--- config.mk ---
export PLATFORM = sky130hd
export DESIGN_NAME = fetch_queue_flat
export DESIGN_NICKNAME = d
export VERILOG_FILES = /design/src/rtl/fetch_queue_if.sv /design/src/rtl/fetch_queue.sv /design/src/flat_wrapper.sv
export SDC_FILE = /design/constraint.sdc
export NUM_CORES = 1
export LEC_CHECK = 0
export BUFFER_PORTS_ARGS = -buffer_cell sky130_fd_sc_hd__buf_2
export CAP_MARGIN = 20
export CORE_MARGIN = 3
export CORE_UTILIZATION = 51
export DETAILED_ROUTE_END_ITERATION = 6
export GPL_ROUTABILITY_DRIVEN = 0
export GPL_TIMING_DRIVEN = 0
export HOLD_SLACK_MARGIN = 0.08
export MAX_ROUTING_LAYER = met4
export PLACE_DENSITY = 0.72
export SLEW_MARGIN = 20
export SYNTH_ARGS = -nofsm -noshare
export SYNTH_HDL_FRONTEND = slang
export SYNTH_SLANG_ARGS = --single-unit
--- constraint.sdc ---
create_clock -name clk -period 9.9 [get_ports clk]
set_clock_uncertainty 0.15 [all_clocks]
set_input_delay 0.495 -clock clk [delete_from_list [all_inputs] [get_ports clk]]
set_output_delay 0.495 -clock clk [all_outputs]
set_load 0.005 [all_outputs]
--- src/rtl/fetch_queue_if.sv ---
// fetch_queue_if: bundles the three channels around the instruction fetch queue.
//   PC channel      : pc_in, pc_valid (to queue), pc_ready (from queue)
//   Memory request  : imem_req_valid, imem_req_addr (from queue), imem_req_ready (to queue)
//   Memory response : imem_rsp_valid, imem_rsp_data (to queue, always accepted)
//   Redirect        : flush (to queue)
//   Decode channel  : q_valid, q_instr, q_pc (from queue), q_ready (to queue)
// slave  = the fetch queue itself, master = everything around it.
interface fetch_queue_if #(
    parameter int ADDR_W = 32,
    parameter int DATA_W = 32
);
    logic [ADDR_W-1:0] pc_in;
    logic              pc_valid;
    logic              pc_ready;
    logic              imem_req_valid;
    logic [ADDR_W-1:0] imem_req_addr;
    logic              imem_req_ready;
    logic              imem_rsp_valid;
    logic [DATA_W-1:0] imem_rsp_data;
    logic              flush;
    logic              q_valid;
    logic [DATA_W-1:0] q_instr;
    logic [ADDR_W-1:0] q_pc;
    logic              q_ready;

    modport slave (
        input  pc_in, pc_valid, imem_req_ready, imem_rsp_valid, imem_rsp_data,
               flush, q_ready,
        output pc_ready, imem_req_valid, imem_req_addr, q_valid, q_instr, q_pc
    );

    modport master (
        output pc_in, pc_valid, imem_req_ready, imem_rsp_valid, imem_rsp_data,
               flush, q_ready,
        input  pc_ready, imem_req_valid, imem_req_addr, q_valid, q_instr, q_pc
    );
endinterface

--- src/rtl/fetch_queue.sv ---
// fetch_queue: instruction fetch queue between the program counter and decode.
// Issues PC addresses to instruction memory, accepts in-order responses of any
// latency, and buffers {pc, instr} pairs in a DEPTH-slot ring for decode.
// A flush discards buffered entries and arranges for in-flight responses to
// be dropped when they eventually return.
// Ports:
//   clk   : rising-edge clock
//   rst_n : asynchronous active-low reset
//   bus   : fetch_queue_if.slave (PC, memory request/response, flush, decode)
module fetch_queue #(
    parameter int DEPTH  = 4,
    parameter int ADDR_W = 32,
    parameter int DATA_W = 32
) (
    input  logic           clk,
    input  logic           rst_n,
    fetch_queue_if.slave   bus
);
    localparam int unsigned PW = $clog2(DEPTH);
    localparam int unsigned CW = PW + 1;

    logic [ADDR_W-1:0] r_pc    [DEPTH];
    logic [DATA_W-1:0] r_instr [DEPTH];
    logic [DEPTH-1:0]  r_filled;
    logic [PW-1:0]     r_alloc_ptr;
    logic [PW-1:0]     r_fill_ptr;
    logic [PW-1:0]     r_head_ptr;
    logic [CW-1:0]     r_used;
    logic [CW-1:0]     r_drop_cnt;

    logic [CW:0]       w_occ;
    logic              w_credit;
    logic              w_req_fire;
    logic              w_pop;
    logic              w_rsp_drop;
    logic              w_rsp_fill;
    logic [CW-1:0]     w_filled_cnt;
    logic [CW-1:0]     w_unfilled;
    logic [CW-1:0]     w_drop_nxt;

    // Credit counts slots still owed to dropped responses, so the memory
    // never holds more than DEPTH outstanding requests. Registered values only.
    assign w_occ    = {1'b0, r_used} + {1'b0, r_drop_cnt};
    assign w_credit = w_occ < (CW+1)'(DEPTH);

    assign bus.imem_req_valid = bus.pc_valid && w_credit && !bus.flush;
    assign bus.imem_req_addr  = bus.pc_in;
    assign bus.pc_ready       = bus.imem_req_ready && w_credit && !bus.flush;
    assign w_req_fire         = bus.pc_valid && bus.pc_ready;

    assign bus.q_valid = r_filled[r_head_ptr] && !bus.flush;
    assign bus.q_pc    = r_pc[r_head_ptr];
    assign bus.q_instr = r_instr[r_head_ptr];
    assign w_pop       = bus.q_valid && bus.q_ready;

    assign w_rsp_drop = bus.imem_rsp_valid && (r_drop_cnt != '0);
    assign w_rsp_fill = bus.imem_rsp_valid && (r_drop_cnt == '0);

    always_comb begin
        w_filled_cnt = '0;
        for (int unsigned i = 0; i < DEPTH; i++) begin
            w_filled_cnt = w_filled_cnt + CW'(r_filled[i]);
        end
    end

    assign w_unfilled = r_used - w_filled_cnt;

    // On flush every allocated-but-unfilled slot still has a response coming;
    // a response landing in the flush cycle itself is already one of those.
    always_comb begin
        if (bus.flush) begin
            w_drop_nxt = r_drop_cnt + w_unfilled - CW'(bus.imem_rsp_valid);
        end else begin
            w_drop_nxt = r_drop_cnt - CW'(w_rsp_drop);
        end
    end

    always_ff @(posedge clk or negedge rst_n) begin
        if (!rst_n) begin
            for (int unsigned i = 0; i < DEPTH; i++) begin
                r_pc[i]    <= '0;
                r_instr[i] <= '0;
            end
            r_filled    <= '0;
            r_alloc_ptr <= '0;
            r_fill_ptr  <= '0;
            r_head_ptr  <= '0;
            r_used      <= '0;
            r_drop_cnt  <= '0;
        end else if (bus.flush) begin
            r_filled    <= '0;
            r_alloc_ptr <= '0;
            r_fill_ptr  <= '0;
            r_head_ptr  <= '0;
            r_used      <= '0;
            r_drop_cnt  <= w_drop_nxt;
        end else begin
            // Alloc, fill and head slots are always distinct when each fires,
            // so the three filled-bit updates never collide.
            if (w_req_fire) begin
                r_pc[r_alloc_ptr]     <= bus.pc_in;
                r_filled[r_alloc_ptr] <= 1'b0;
                r_alloc_ptr           <= r_alloc_ptr + 1'b1;
            end
            if (w_rsp_fill) begin
                r_instr[r_fill_ptr]  <= bus.imem_rsp_data;
                r_filled[r_fill_ptr] <= 1'b1;
                r_fill_ptr           <= r_fill_ptr + 1'b1;
            end
            if (w_pop) begin
                r_filled[r_head_ptr] <= 1'b0;
                r_head_ptr           <= r_head_ptr + 1'b1;
            end
            r_used     <= r_used + CW'(w_req_fire) - CW'(w_pop);
            r_drop_cnt <= w_drop_nxt;
        end
    end
endmodule

--- src/flat_wrapper.sv ---
// flat-port wrapper written by rule: the top's interface ports become plain ports
module fetch_queue_flat 
#(
    parameter int DEPTH  = 4,
    parameter int ADDR_W = 32,
    parameter int DATA_W = 32
)
  (clk, rst_n, bus_pc_in, bus_pc_valid, bus_imem_req_ready, bus_imem_rsp_valid, bus_imem_rsp_data, bus_flush, bus_q_ready, bus_pc_ready, bus_imem_req_valid, bus_imem_req_addr, bus_q_valid, bus_q_instr, bus_q_pc);
  fetch_queue_if #(.ADDR_W(ADDR_W), .DATA_W(DATA_W)) bus_i ();
  input  logic clk;
  input  logic rst_n;
  input wire logic [$bits(bus_i.pc_in)-1:0] bus_pc_in;
  input wire logic [$bits(bus_i.pc_valid)-1:0] bus_pc_valid;
  input wire logic [$bits(bus_i.imem_req_ready)-1:0] bus_imem_req_ready;
  input wire logic [$bits(bus_i.imem_rsp_valid)-1:0] bus_imem_rsp_valid;
  input wire logic [$bits(bus_i.imem_rsp_data)-1:0] bus_imem_rsp_data;
  input wire logic [$bits(bus_i.flush)-1:0] bus_flush;
  input wire logic [$bits(bus_i.q_ready)-1:0] bus_q_ready;
  output wire logic [$bits(bus_i.pc_ready)-1:0] bus_pc_ready;
  output wire logic [$bits(bus_i.imem_req_valid)-1:0] bus_imem_req_valid;
  output wire logic [$bits(bus_i.imem_req_addr)-1:0] bus_imem_req_addr;
  output wire logic [$bits(bus_i.q_valid)-1:0] bus_q_valid;
  output wire logic [$bits(bus_i.q_instr)-1:0] bus_q_instr;
  output wire logic [$bits(bus_i.q_pc)-1:0] bus_q_pc;
  assign bus_i.pc_in = bus_pc_in;
  assign bus_i.pc_valid = bus_pc_valid;
  assign bus_i.imem_req_ready = bus_imem_req_ready;
  assign bus_i.imem_rsp_valid = bus_imem_rsp_valid;
  assign bus_i.imem_rsp_data = bus_imem_rsp_data;
  assign bus_i.flush = bus_flush;
  assign bus_i.q_ready = bus_q_ready;
  assign bus_pc_ready = bus_i.pc_ready;
  assign bus_imem_req_valid = bus_i.imem_req_valid;
  assign bus_imem_req_addr = bus_i.imem_req_addr;
  assign bus_q_valid = bus_i.q_valid;
  assign bus_q_instr = bus_i.q_instr;
  assign bus_q_pc = bus_i.q_pc;
  fetch_queue #(.DEPTH(DEPTH), .ADDR_W(ADDR_W), .DATA_W(DATA_W)) u_core (.clk(clk), .rst_n(rst_n), .bus(bus_i));
endmodule
==> results of run 1 <==
[cells by family after synthesis]
kind of cell,after synthesis,share of synthesized area (%)
fa+ha+maj,28,3.165
mux,325,34.73
flops,272,53.47
xor+xnor,10,0.6881
simple gates,33,1.641
buf+inv,104,5.455
compound gates,15,0.8552
[per-layer routing]
layer / global-route usage (%) / vias up
met1: 28.04 / 3815
met5: - / -
met3: 2.573 / 23
li1: - / 3318
met2: 33.94 / 141
met4: 3.652 / 0
[state kept, by name, indices dropped and copies added (netlist names)]
register            cells
u_core.r_alloc_ptr      2
u_core.r_drop_cnt       3
u_core.r_fill_ptr       2
u_core.r_filled         4
u_core.r_head_ptr       2
u_core.r_instr        128
u_core.r_pc           128
u_core.r_used           3
[report_power, final]
part / switching (mW) / internal (mW) / leakage, nW
logic: 0.371 / 0.552 / 3.45
registers: 0.124 / 1.36 / 3.66
clock network: 0.431 / 0.680 / 0.493
[cells in the mapped netlist (5+ instances only)]
| cell type | n |
|---|---|
| dfrtp_1 | 272 |
| mux2_2 | 243 |
| mux4_2 | 65 |
| buf_4 | 33 |
| inv_1 | 28 |
| ha_1 | 21 |
| buf_2 | 20 |
| clkbuf_8 | 9 |
| mux2_4 | 9 |
| nor2_1 | 8 |
| xnor2_1 | 8 |
| fa_1 | 7 |
| clkbuf_1 | 6 |
| nor2b_1 | 5 |
[layout make-up]
type	count	area [um^2]	share of cell area, %
flip-flops and latches	272	6807	44.22
multi-input cells	411	5229	33.97
repair buffers	204	1259	8.178
clock buffers	42	864.6	5.617
plain buffers	76	589.3	3.829
well taps	324	405.4	2.634
clock inverters	10	131.4	0.8535
inverters	28	105.1	0.6828
diodes	1	2.502	0.01626
[worst reg2reg max path, delay by kind of cell, from the launching register on]
| kind | cells | cell delay [ns] |
|---|---|---|
| compound gates | 1 | 0.08 |
| xor+xnor | 2 | 0.34 |
| fa+ha+maj | 5 | 2.10 |
| buf+inv | 3 | 0.15 |
| flops | 1 | 0.43 |
[worst min-delay path by stage]
| stage | end | depth (start not counted) |
|---|---|---|
| 2_1_floorplan | u_core.r_alloc_ptr[0] | 0 |
| 3_3_place_gp | u_core.r_instr[41] | 1 |
| 3_5_place_dp | u_core.r_pc[49] | 1 |
| 4_1_cts | u_core.r_pc[27] | 2 |
| 5_1_grt | u_core.r_instr[84] | 2 |
| 6_report | u_core.r_pc[26] | 2 |
==> flow_summary.yaml, run 1 <==
critical_path:
  slowest_delay_ns: 0.68
  worstPathArrival_ns: 2.80
  path_buf_inv: 3
  cpMaxStageDelayCell: "clkbuf_1"
  cp.depth: 4
  reg2reg_slack_ns: 6.50
  crit_type: "flip-flop to output port"
  critical_path.top_delay_family: "buffers and inverters"
  cp_cell_sequence: "buf_1, clkbuf_1, mux4_2, buf_2"
  worstReg2RegStart: "u_core.r_filled[0]"
  worstSetupEndpoint: "bus_q_instr[19]"
  crit_start: "u_core.r_head_ptr[1]"
  reg2reg_to: "u_core.r_drop_cnt[2]"
  required_ns: 9.26
  r2r_cells: 11
  worstSetupEndpointType: "output port"
  cp_max_fo: 10
  start_kind: "flip-flop"
sta:
  setup_slack_ns: 6.457
  finalSetupTns_ns: 0
  fin_crit_ns: 3.443
  maxSlewViolCount: 0
  fmax_ghz: 0.2905
  hold_slack_ns: 0.09621
  setup_violations: 0
  period_share_pct: 34.78
  rsz0062_at_grt: "false"
  hold_violations: 0
  worst_pin_slew_ns: 0.8137
  relSlewSlack_pct: 45.75
global_routing:
  antenna_found_initial: 1
  grt_overflow: 0
  grt_pass1_wl_mm: 42.06
  grt_max_degree: 76
  grt_pass1_vias: 7769
  track_usage_pct: 20.51
clocking:
  cts_made_buffers: 29
  clock_latency_ns: 0.54
  root_buffer: "clkbuf_16"
  clk_transition_reported_paths_ns: 0.06
  htreeDepth: 1
  ctsLongestPathBuffers: 3
  hold_buffers: 32
  cts_tree: "yes"
  post_cts_buffers: 0
  cts_resized: 0
  cts_sinks: 272
finish:
  stdcell_area_um2: 15390
  final_common_cell: "dfrtp_1"
  finalNonFillerCells: 1368
  nets: 1121
  final_cell_mix: "dfrtp_1 (272), mux2_2 (243), buf_2 (188)"
  area_growth_pct: 20.92
  fin_util_pct: 63.11
  drive_gt1_share_pct: 58.77
  nFillCells: 1867
pwr:
  ir_drop_mv: 0.1381
  p_leak_nw: 7.601
  power_density_nw_per_um2: 228.3
  power_mw: 3.515
routing:
  routed_wl_mm: 26.20
  first_pass_iters: 4
  dr_wl_met3_mm: 1.093
  met1_length_mm: 11.76
  drtAntennaViolNets: 0
  drc: 0
  vias_per_cell: 5.334
  wl_met2_mm: 13.09
  dr.max_layer_used: "met4"
  vias: 7297
  wl_per_cell_um: 19.15
  drt_iter0_markers: 447
synthesis:
  yosysUniqueCellTypes: 38
  avgSynthCellArea_um2: 16.17
  synth_edf_count: 0
  syn_area_um2: 12730
  synth_area_leaders: "dfrtp_1 (53%), mux2_2 (21%), mux4_2 (11%)"
  syn_inst: 787
  yosys.area.top_type: "dfrtp_1"
  yosysSeqAreaShare_pct: 53.47
  yosysTopAreaCellShare_pct: 53.47
  yosysWarnings: 0
  syn-num-nets: 886
  synth_seq_cells: 272
  async_flop_share_pct: 100.0
  synth_ff_type: "dfrtp_1"
place:
  dp_slack_ns: 6.521
  dp.cells: 1283
  place_area_um2: 14070
  place_hpwl_mm: 17.84
  port_buffers: 169
status:
  outcome: "completed"
worst_hold_path:
  min_from: "bus_pc_in[26]"
  hold_class: "input pin to flip-flop"
die:
  fp-row-count: 57
  coreArea_um2: 24390
  dieArea_um2: 26890
  die_y_um: 164.0
  ios: 170
  initial_core_util_pct: 52.19
  die_x_um: 164.0
run:
  maxCapViolCount: 0
Note: power is estimated with default switching activity, not from simulation.
==> inputs of run 2 (changes only) <==
- PLACE_DENSITY: 0.72 -> 0.75
- clock period: 9.9 -> 2.98 ns (I/O delays scaled with it)
==> flow_summary.yaml, run 2 (synthesized netlist as in run 1, its figures left out) <==
status:
  outcome: "finished with violations"
  violations: "negative setup slack"
place:
  port_buffers: 169
  place_area_um2: 14090
  place_hpwl_mm: 17.42
die:
  die_y_um: 164.0
  fp-row-count: 57
  initial_core_util_pct: 52.19
  dieArea_um2: 26890
  ios: 170
  coreArea_um2: 24390
  die_x_um: 164.0
clocking:
  root_buffer: "clkbuf_16"
  ctsLongestPathBuffers: 3
  cts_made_buffers: 29
  cts_sinks: 272
  cts_tree: "yes"
  clk_transition_reported_paths_ns: 0.06
  htreeDepth: 1
  clock_latency_ns: 0.54
critical_path:
  start_kind: "flip-flop"
  critical_path.top_delay_family: "adder cells"
  slowest_delay_ns: 0.51
  cpMaxStageDelayCell: "fa_1"
  cp_cell_sequence: "ha_1, inv_1, fa_1, inv_2, fa_2, fa_1, inv_1, fa_2, xnor2_2, xnor2_1, a21oi_1"
  worstSetupEndpointType: "flip-flop"
  r2r_cells: 11
  path_buf_inv: 3
  required_ns: 3.23
  reg2reg_slack_ns: -0.19
  worstReg2RegStart: "u_core.r_filled[1]"
  cp_max_fo: 2
  worstPathArrival_ns: 3.42
  crit_type: "flip-flop to flip-flop"
  reg2reg_to: "u_core.r_drop_cnt[2]"
sta:
  relSlewSlack_pct: 50.94
  worst_pin_slew_ns: 0.7359
  setup_violations: 2
  hold_slack_ns: 0.2611
  fmax_ghz: 0.3156
  rsz0062_at_grt: "true"
  hold_violations: 0
  maxSlewViolCount: 0
  fin_crit_ns: 3.169
  period_share_pct: 106.3
  setup_slack_ns: -0.1890
pwr:
  power_density_nw_per_um2: 742.8
  clkPwrFrac_pct: 31.4
  p_sw_share_pct: 26.16
  p_int_mw: 8.701
  power_frac_comb_pct: 26.9
  pwr-share-seq_pct: 41.7
  p_switching_mw: 3.082
  p_leak_nw: 7.809
  ir_drop_mv: 0.4953
global_routing:
  track_usage_pct: 20.29
  grt_overflow: 0
  grt_max_degree: 96
  use_met2_pct: 33.55
  antenna_found_initial: 1
  grt_pass1_wl_mm: 41.90
  use_met1_pct: 27.40
  use_met3_pct: 2.043
  grt_pass1_vias: 7864
  grt_busiest_layer: "met2"
routing:
  routed_wl_mm: 26.18
  first_pass_iters: 5
  vias: 7452
  vias_per_cell: 5.281
  drtAntennaViolNets: 0
  drt_iter0_markers: 364
  drc: 0
  wl_per_cell_um: 18.55
finish:
  largestRegisters: "u_core.r_instr: 128 flops, u_core.r_pc: 128 flops, u_core.r_filled: 4 flops"
  fin_util_pct: 65.03
  nets: 1162
  stdcell_area_um2: 15860
  final_common_cell: "dfrtp_1"
  area_growth_pct: 24.60
  final_cell_mix: "dfrtp_1 (272), mux2_2 (243), buf_2 (188)"
  nFillCells: 1822
  drive_gt1_share_pct: 57.73
worst_hold_path:
  min_from: "bus_imem_rsp_data[9]"
  holdPathEnd: "u_core.r_instr[41]"
  min_path_cells: 3
  hold_class: "input pin to flip-flop"
run:
  maxCapViolCount: 0
-- run 2: changes by cell type in the layout (fill, tap and decap cells not counted), moves of 2 or more --
cell           before  now
buf_1               4    2
buf_4              33   35
clkbuf_1           10    7
clkbuf_2            0    2
clkbuf_8           18   15
clkinv_2            5    8
dlygate4sd3_1      32   71
fa_1                7    5
fa_2                0    2
-- run 2: through the flow --
step / setup slack [ns] / cells / setup TNS, ns / power [mW]
after floorplan: -0.07198 / 787 / -0.07198 / 6.907
after global placement: -3.396 / 1280 / -918.27 / 7.976
after detailed placement: -0.2237 / 1283 / -0.4354 / 8.097
after CTS: -0.2034 / 1410 / -0.3218 / 11.93
after global routing: -0.3065 / 1411 / -0.4845 / 12.42
final: -0.1890 / 1411 / -0.2939 / 11.78
-- run 2: tightest hold or removal path: stages --
cell and delay, ns:
dlygate4sd3_1 0.52, buf_2 0.12, mux2_1 0.12
-- run 2: layout make-up --
| class | instances | area (um^2) | area share [%] |
|---|---|---|---|
| buffer | 75 | 599.3 | 3.778 |
| clock buffer | 39 | 823.3 | 5.190 |
| sequential | 272 | 6807 | 42.91 |
| clock inverter | 15 | 183.9 | 1.160 |
| antenna | 1 | 2.502 | 0.01578 |
| multi-input combinational | 411 | 5244 | 33.06 |
| inverter | 28 | 105.1 | 0.6626 |
| timing repair buffer | 246 | 1692 | 10.66 |
| tap | 324 | 405.4 | 2.556 |
-- run 2: power groups by stage --
| stage | registers, mW | clock network [mW] | logic [mW] |
|---|---|---|---|
| global route | 5.01 | 3.94 | 3.47 |
| CTS | 4.91 | 3.79 | 3.23 |
| global placement | 4.94 | 0 | 3.04 |
| finish | 4.92 | 3.69 | 3.17 |
| floorplan | 4.83 | 0 | 2.08 |
| detailed placement | 4.97 | 0 | 3.13 |
-- run 2: repair_timing --
action | in CTS | in global routing
pin swaps | 1 | 0
buffers inserted | 2 | 0
cloned | 0 | 0
setup endpoints to repair | 43 | 9
hold buffers | 72 | 0
hold endpoints to repair | 480 | 0
resized for setup | 5 | 5
-- run 2: worst max-delay path by stage --
| stage | depth (start not counted) | startpoint | slack, ns | to |
|---|---|---|---|---|
| after floorplan | 11 | u_core.r_filled[1] | -0.07 | u_core.r_drop_cnt[2] |
| after global placement | 1 | rst_n | -3.40 | u_core.r_instr[81] |
| after detailed placement | 11 | u_core.r_filled[1] | -0.22 | u_core.r_drop_cnt[2] |
| after CTS | 11 | u_core.r_filled[1] | -0.20 | u_core.r_drop_cnt[2] |
| after global routing | 11 | u_core.r_filled[0] | -0.31 | u_core.r_drop_cnt[2] |
| final | 11 | u_core.r_filled[1] | -0.19 | u_core.r_drop_cnt[2] |
-- run 2: routing by layer --
| metal | routed length, um | share of wire (%) |
|---|---|---|
| met1 | 11570 | 44 |
| met2 | 13220 | 51 |
| met3 | 855 | 3.3 |
| met4 | 535 | 2.0 |
| met5 | 0 | 0 |
